[config.mk]
export PLATFORM = sky130hd
export DESIGN_NAME = fpu_arbiter
export DESIGN_NICKNAME = d
export VERILOG_FILES = /design/src/rtl/fpu_arbiter.sv
export SDC_FILE = /design/constraint.sdc
export NUM_CORES = 1
export LEC_CHECK = 0
export ABC_AREA = 1
export CORE_MARGIN = 2
export CORE_UTILIZATION = 40
export DETAILED_ROUTE_END_ITERATION = 6
export GPL_TIMING_DRIVEN = 0
export PLACE_DENSITY_LB_ADDON = 0.3
export REMOVE_ABC_BUFFERS = 1
export SKIP_LAST_GASP = 1
export SLEW_MARGIN = 20
export SYNTH_ARGS = -nofsm -noshare
export SYNTH_HDL_FRONTEND = slang
export SYNTH_SLANG_ARGS = --single-unit
[constraint.sdc]
create_clock -name clk -period 1.32 [get_ports clk]
set_clock_uncertainty 0.1 [all_clocks]
set_input_delay 0.132 -clock clk [delete_from_list [all_inputs] [get_ports clk]]
set_output_delay 0.132 -clock clk [all_outputs]
set_load 0.05 [all_outputs]
[src/rtl/fpu_arbiter.sv]
// fpu_arbiter: round-robin sharing of one multi-cycle FPU (single op in flight) among NREQ requesters.
// Optional watchdog abort of stuck ops is enabled by defining FPU_ARB_TIMEOUT_EN.
module fpu_arbiter #(
    parameter int NREQ    = 2,
    parameter int TIMEOUT = 16
) (
    input  logic               clk,
    input  logic               rstn,
    input  logic [NREQ-1:0]    req_valid,
    input  logic [4*NREQ-1:0]  req_ctl,
    input  logic [32*NREQ-1:0] req_x1,
    input  logic [32*NREQ-1:0] req_x2,
    output logic [NREQ-1:0]    req_ready,
    output logic [NREQ-1:0]    rsp_valid,
    output logic [31:0]        rsp_y,
    output logic               rsp_err,
    output logic               busy,
    output logic               fpu_en,
    output logic [3:0]         fpu_ctl,
    output logic [31:0]        fpu_x1,
    output logic [31:0]        fpu_x2,
    input  logic               fpu_ready,
    input  logic [31:0]        fpu_y
);
    // state | meaning
    // IDLE  | no op in flight; a grant is sampled at every edge
    // WAIT  | op issued; ctl/operands held until fpu_ready (or watchdog expiry)
    localparam int IW = (NREQ > 1) ? $clog2(NREQ) : 1;

    typedef enum logic {IDLE, WAIT} state_t;

    state_t          state, state_nxt;
    logic [IW-1:0]   owner, owner_nxt;
    logic [IW-1:0]   rr_last, rr_last_nxt;
    logic [IW-1:0]   winner;
    logic            found;
    logic [NREQ-1:0] req_ready_nxt, rsp_valid_nxt;
    logic [31:0]     rsp_y_nxt, fpu_x1_nxt, fpu_x2_nxt;
    logic [3:0]      fpu_ctl_nxt;
    logic            fpu_en_nxt;
    logic [3:0]      ctl_arr [NREQ];
    logic [31:0]     x1_arr  [NREQ];
    logic [31:0]     x2_arr  [NREQ];

`ifdef FPU_ARB_TIMEOUT_EN
    localparam int CW = $clog2(TIMEOUT + 1);
    logic [CW-1:0] wait_cnt, wait_cnt_nxt;
    logic          rsp_err_nxt;
`endif

    for (genvar i = 0; i < NREQ; i++) begin : g_unpack
        assign ctl_arr[i] = req_ctl[4*i +: 4];
        assign x1_arr[i]  = req_x1[32*i +: 32];
        assign x2_arr[i]  = req_x2[32*i +: 32];
    end

    // Search starts just after the last winner, wrapping modulo NREQ.
    always_comb begin : pick
        logic [IW-1:0] cand;
        found  = 1'b0;
        winner = rr_last;
        cand   = rr_last;
        for (int k = 1; k <= NREQ; k++) begin
            cand = IW'((int'(rr_last) + k) % NREQ);
            if (!found && req_valid[cand]) begin
                found  = 1'b1;
                winner = cand;
            end
        end
    end

    always_comb begin
        state_nxt     = state;
        owner_nxt     = owner;
        rr_last_nxt   = rr_last;
        req_ready_nxt = '0;
        rsp_valid_nxt = '0;
        fpu_en_nxt    = 1'b0;
        fpu_ctl_nxt   = fpu_ctl;
        fpu_x1_nxt    = fpu_x1;
        fpu_x2_nxt    = fpu_x2;
        rsp_y_nxt     = rsp_y;
`ifdef FPU_ARB_TIMEOUT_EN
        wait_cnt_nxt  = wait_cnt;
        rsp_err_nxt   = rsp_err;
`endif
        case (state)
            IDLE: begin
                if (found) begin
                    fpu_ctl_nxt           = ctl_arr[winner];
                    fpu_x1_nxt            = x1_arr[winner];
                    fpu_x2_nxt            = x2_arr[winner];
                    fpu_en_nxt            = 1'b1;
                    req_ready_nxt[winner] = 1'b1;
                    owner_nxt             = winner;
                    rr_last_nxt           = winner;
                    state_nxt             = WAIT;
`ifdef FPU_ARB_TIMEOUT_EN
                    wait_cnt_nxt          = '0;
`endif
                end
            end
            WAIT: begin
                if (fpu_ready) begin
                    rsp_y_nxt            = fpu_y;
                    rsp_valid_nxt[owner] = 1'b1;
                    state_nxt            = IDLE;
`ifdef FPU_ARB_TIMEOUT_EN
                    rsp_err_nxt          = 1'b0;
`endif
                end
`ifdef FPU_ARB_TIMEOUT_EN
                else if (wait_cnt == CW'(TIMEOUT - 1)) begin
                    rsp_y_nxt            = '0;
                    rsp_valid_nxt[owner] = 1'b1;
                    rsp_err_nxt          = 1'b1;
                    state_nxt            = IDLE;
                end else begin
                    wait_cnt_nxt = wait_cnt + CW'(1);
                end
`endif
            end
            default: state_nxt = IDLE;
        endcase
    end

    always_ff @(posedge clk) begin
        if (!rstn) begin
            state     <= IDLE;
            owner     <= '0;
            rr_last   <= IW'(NREQ - 1);
            req_ready <= '0;
            rsp_valid <= '0;
            rsp_y     <= '0;
            fpu_en    <= 1'b0;
            fpu_ctl   <= '0;
            fpu_x1    <= '0;
            fpu_x2    <= '0;
        end else begin
            state     <= state_nxt;
            owner     <= owner_nxt;
            rr_last   <= rr_last_nxt;
            req_ready <= req_ready_nxt;
            rsp_valid <= rsp_valid_nxt;
            rsp_y     <= rsp_y_nxt;
            fpu_en    <= fpu_en_nxt;
            fpu_ctl   <= fpu_ctl_nxt;
            fpu_x1    <= fpu_x1_nxt;
            fpu_x2    <= fpu_x2_nxt;
        end
    end

`ifdef FPU_ARB_TIMEOUT_EN
    always_ff @(posedge clk) begin
        if (!rstn) begin
            wait_cnt <= '0;
            rsp_err  <= 1'b0;
        end else begin
            wait_cnt <= wait_cnt_nxt;
            rsp_err  <= rsp_err_nxt;
        end
    end
`else
    // Without the watchdog nothing can abort, so rsp_err is constant 0 (TIMEOUT has no effect).
    assign rsp_err = (TIMEOUT < 0);
`endif

    assign busy = (state != IDLE);

endmodule
# Yosys cells after proc, flatten, opt, wreduce, memory -nomap -nowiden
# Index checks and enable logic that the tools add are counted.
[classes] n_addsub=2 n_bitwise=4 n_mux=24 n_reduce_logical=9 n_lt_le_gt_ge=7
[ops] operator="$mux W32" n=6
[ops] operator="$mux W1" n=12
[ops] operator="$mux W4" n=3
[ops] operator="$lt A1 B2 Y1 const B" n=4
[ops] operator="$reduce_and A2 Y1" n=2
[ops] operator="$logic_and A1 B1 Y1" n=3
[ops] operator="$not A1 Y1" n=3
[ops] operator="$reduce_and A3 Y1" n=1
[ops] operator="$reduce_or A3 Y1" n=1
[ops] operator="$add A1 B1 Y1 const B" n=2
[ops] operator="$demux W1 S1" n=2
[ops] operator="$ge A1 B1 Y1 const B" n=2
[ops] operator="$ge A2 B2 Y1 const B" n=1
[ops] operator="$not A1 Y2" n=1
[ops] operator="$pmux W1 S2" n=1
[ops] operator="$reduce_or A2 Y1" n=1
[ops] operator="$logic_not A1 Y1" n=1
[totals] elab_cells=56 in_bits=173 register_bits=108 output_inout_bits=107

# Depth between registers and ports, before layout
[logic_depth] ltp_word=11 mapped_depth=8 ltp_nobuf=6

# Worst setup path after synthesis
# OpenSTA, ideal clock, no wires.
[synth_timing] kind="flip-flop to flip-flop" start="register state, in the netlist busy" end="register fpu_x1[0]" setup_slack_ns=-0.282 t_arrival_ns=1.393 n_path_buf=2 setup_time_ns=0.109 path_stages_with_launch=8 synth_period_minus_slack_ns=1.602 required_ns=1.111 path_cell_list="dfxtp_1 > inv_1 > o21ai_2 > buf_6 > buf_4 > a21oi_1 > nand2_1 > inv_1"
[synth_via] elab_chain_cells=2
[synth_rtl] item="from (decl)" line_no="32" rtl="state_t state, state_nxt;"
[synth_rtl] item="from (signal assigned)" line_no="140" rtl="state <= state_nxt;"
[synth_rtl] item="$not A1 Y1 (no line)"
[synth_rtl] item="$reduce_and A2 Y1 (no line)"
[synth_rtl] item="to (signal assigned)" line_no="148" rtl="fpu_x1 <= fpu_x1_nxt;"
[synth_rtl] item="to (decl)" line_no="20" rtl="output logic [31:0] fpu_x1,"
# No other way between the ends.
# A chain may end at the register's enable or synchronous reset.

# Final worst setup path
[layout_timing] start="register state, in the netlist busy" end="register fpu_x2[23]"
[layout_via] elab_chain_cells=2
[layout_rtl] item="$not A1 Y1 (no line)"
[layout_rtl] item="$reduce_and A2 Y1 (no line)"
[layout_rtl] item="to (signal assigned)" line_no="149" rtl="fpu_x2 <= fpu_x2_nxt;"
[layout_rtl] item="to (decl)" line_no="21" rtl="output logic [31:0] fpu_x2,"
# No other way between the ends.

==> key figures <==
Run status
  • Status: complete, but fails checks
  • Failing checks: setup timing

Routing
  • Antenna viol nets, final: 0
  • Residual DRC: 0
  • Vias per cell: slightly above 5
  • Routed vias: 6096
  • Routed WL per cell: between 15 and 20 um
  • Detailed router's first-iteration violation count: 400
  • DRT Pass-1 Iters: 7
  • Total Wirelength: 20.0 mm

Yosys
  • Synth Register Bits: 108
  • Sequential-to-total area share from yosys stat: between 40% and 50%
  • Yosys warnings: 0
  • Post-Synth XOR/XNOR Area: 0%
  • Area share of fa/ha/maj cells after synthesis: 0%
  • Synth Cell Area: between 5000 and 6000 sq um
  • Post-Synth Simple-Gate Area: roughly 29%
  • Distinct cells, synth: 17
  • Post-synthesis mux area share: 0%
  • Compound-Gate Fraction of Synth Area: roughly a tenth
  • Cell type with the largest total area after synthesis: dfxtp_1
  • Synth top area share: approximately two fifths
  • Syn_area_per_cell: just under 7 sq um
  • Largest family of logic cells by synthesized area: simple AND/OR/NAND/NOR gates
  • Top cells by area, synth: dfxtp_1, nand3_1, inv_1, nand2_1, a21oi_1
  • Gate Count Post-Synth: approximately 770

Floorplanning
  • Chip Width: about 120 um
  • Initial Util: about two fifths
  • Die footprint: around 14000 sq um
  • Core Footprint: approximately 13000 sq um
  • Die height: 118 um
  • Site Rows: 41
  • # IOs: 280

Cells and area
  • ANT cells: 0
  • Post-route cell area: ~8600 sq um
  • Final net count: about 1.2k
  • Share of post-route cells with drive strength above 1: between 15 and 20%
  • Post-Layout Cell Count: between 1k and 1.5k
  • Fillcell total: approximately 1.2k
  • Area delta synth->final: 65.1%

STA
  • Max-slew violation count: 0
  • Tcrit/Tclk final: 105%
  • Worst slew pin tran: about 750 ps
  • Crit path time final: roughly 1400 ps
  • Endpoints failing setup: 52
  • Final worst slack: -64.1 ps
  • RSZ-0062 raised after global routing: true
  • Post-route setup TNS: -910 ps
  • Final hold vios: 0
  • Fmax: 723 MHz
  • Max-slew headroom: about 50%

Setup path
  • Setup crit start kind: register
  • Critical Path Max Stage Delay: around 400 ps
  • Reg2reg path depth: 8
  • Crit path max fanout: 14
  • Required time worst endpoint: 1520 ps
  • Critical path arrival: between 1500 and 2000 ps
  • Reg2Reg Setup Slack: -60 ps
  • FF-to-FF End: fpu_x2[23]
  • CP max-delay cell: dfxtp_4
  • Classification of the worst setup path: reg2reg
  • R2r startpoint: busy
  • CP Capture Type: register
  • CP Cell Sequence: inv_4 > o21ai_4 > buf_6 > buf_12 > buf_16 > a21oi_1 > nand2_1 > inv_1

Global routing
  • Largest net degree at the start of global routing: a little under 70
  • First-pass GRT wire length: 30.6 mm
  • Overflow after GRT: 0
  • All-layer global routing usage: between 20% and 30%
  • Vias in the first global route: 5627
  • Initial antenna violation count: 0

Clock network
  • Clk_lat worst skew: ~340 ps
  • CTS hold repair buffers: 0
  • Clk sink count: about 110
  • CTS HTree Levels: 3
  • TritonCTS clock tree: yes
  • CTS Buf Count: 9
  • Longest Clk Path Bufs: 2
  • Root buffer cell: clkbuf_16
  • Clock edge transition at the registers on the reported setup and hold paths: 70 ps

Power
  • LEAKAGE: between 4 and 5 nW
  • Pwr dens: 1170 nW/um^2
  • Max VDD drop: between 0.7 and 0.8 mV
  • Power Total: roughly 0.01 W

Placement
  • Dpl cells: roughly 1.2k
  • DP Worst Slack: -878 ps
  • Dpl hpwl: around 12 mm
  • GP Congestion: ~0.77
  • Port Buffer Count: 278
  • Area post-placement: approximately 8000 sq um

Worst hold path
  • Hold Crit Class: in2reg
  • Hold Crit Endpoint: rr_last
  • WHS Path Cells: 2
  • Hold path start: rstn

Job
  • Max-cap violations: 0
routing by layer:
| layer | vias up | GRT usage, % | wire length, um |
|---|---|---|---|
| li1 | 2966 | - | - |
| met1 | 2804 | 33.3 | 8020 |
| met2 | 291 | 46.5 | 9490 |
| met3 | 35 | 8.16 | 2020 |
| met4 | 0 | 10.2 | 493 |
| met5 | - | 0 | 0 |
synth_stat cells, drive strengths merged:
cell type	number
dfxtp	108
clkbuf	16
nand2	90
nand3	229
buf	44
a21oi	66
nor2	8
o211ai	1
conb	1
o21ai	33
inv	175
where the power goes:
| part | switching [W] | internal (W) |
|---|---|---|
| logic | 0.00221 | 0.00136 |
| registers | 0.000152 | 0.00355 |
| clock network | 0.00121 | 0.00157 |
| total | 0.00357 | 0.00648 |
timing repair:
action	CTS	global route
buffers inserted	13	4
gates cloned	9	2
gates resized for setup	372	125
pin swaps	6	7
endpoints found under the setup margin	214	170
worst max path at each step:
| stage | start | slack [ps] | to | cells past startpoint |
|---|---|---|---|---|
| 2_1_floorplan | rr_last | -880 | rr_last | 5 |
| 3_3_place_gp | req_valid[0] | -2430 | rr_last | 6 |
| 3_5_place_dp | req_valid[1] | -880 | fpu_x1[30] | 7 |
| 4_1_cts | rr_last | -100 | fpu_x2[28] | 6 |
| 5_1_grt | req_valid[1] | -130 | fpu_x2[26] | 8 |
| 6_report | busy | -60 | fpu_x2[23] | 8 |
sequential cells by signal, summed over array words and instances (netlist names), 2 cells and up:
| signal | flops |
|---|---|
| fpu_x1 | 32 |
| fpu_x2 | 32 |
| rsp_y | 32 |
| fpu_ctl | 4 |
| req_ready | 2 |
| rsp_valid | 2 |
area by class of cell:
cell class | count | area (sq um) | share of cell area (%)
multi-input cells | 434 | 2230 | 25.9
inverters | 175 | 678 | 7.87
flip-flops and latches | 108 | 2170 | 25.2
clock inverters | 3 | 46.3 | 0.537
well taps | 172 | 215 | 2.50
repair buffers | 307 | 3020 | 35.1
clock buffers | 12 | 256 | 2.98
kinds of logic (layout without fill, tap and decap cells):
logic type | after synthesis | count (layout)
buf+inv | 235 | 497
flops | 108 | 108
simple gates | 327 | 333
compound gates | 100 | 100
other cells | 1 | 1
metrics by stage:
| step | utilization (%) | hold slack (ps) |
|---|---|---|
| final | 68.0 | 104 |
| after global routing | 68.0 | 122 |
| after CTS | 69.9 | 87.4 |
| after detailed placement | 63.5 | 344 |
| after global placement | 62.0 | 333 |
| after floorplan | - | 132 |
layout by cell type, fill, tap and decap left out, types with 2 or more instances in the layout:
cell type / synthesis / routed
nand2_8: 0 / 6
o21ai_0: 32 / 30
buf_6: 7 / 2
nor2_2: 2 / 2
clkdlybuf4s15_2: 0 / 36
nor2_1: 5 / 5
inv_4: 0 / 2
buf_12: 0 / 4
buf_16: 0 / 11
clkbuf_8: 0 / 2
nand2_1: 90 / 83
inv_1: 173 / 171
clkdlybuf4s18_2: 0 / 11
nand2_4: 0 / 6
nand3_1: 229 / 227
a21oi_1: 66 / 66
dfxtp_4: 0 / 2
buf_2: 21 / 61
clkbuf_16: 0 / 9
buf_4: 16 / 12
clkdlybuf4s50_1: 0 / 169
dfxtp_1: 108 / 106
clkinvlp_4: 0 / 2
o21ai_1: 0 / 2
critical path: cells and delay by family, from the launching register on:
kind / cells / cell delay [ps]
compound gates: 2 / 210
buf+inv: 5 / 530
flops: 1 / 390
simple gates: 1 / 100
Power figures use the tool's default switching activity.
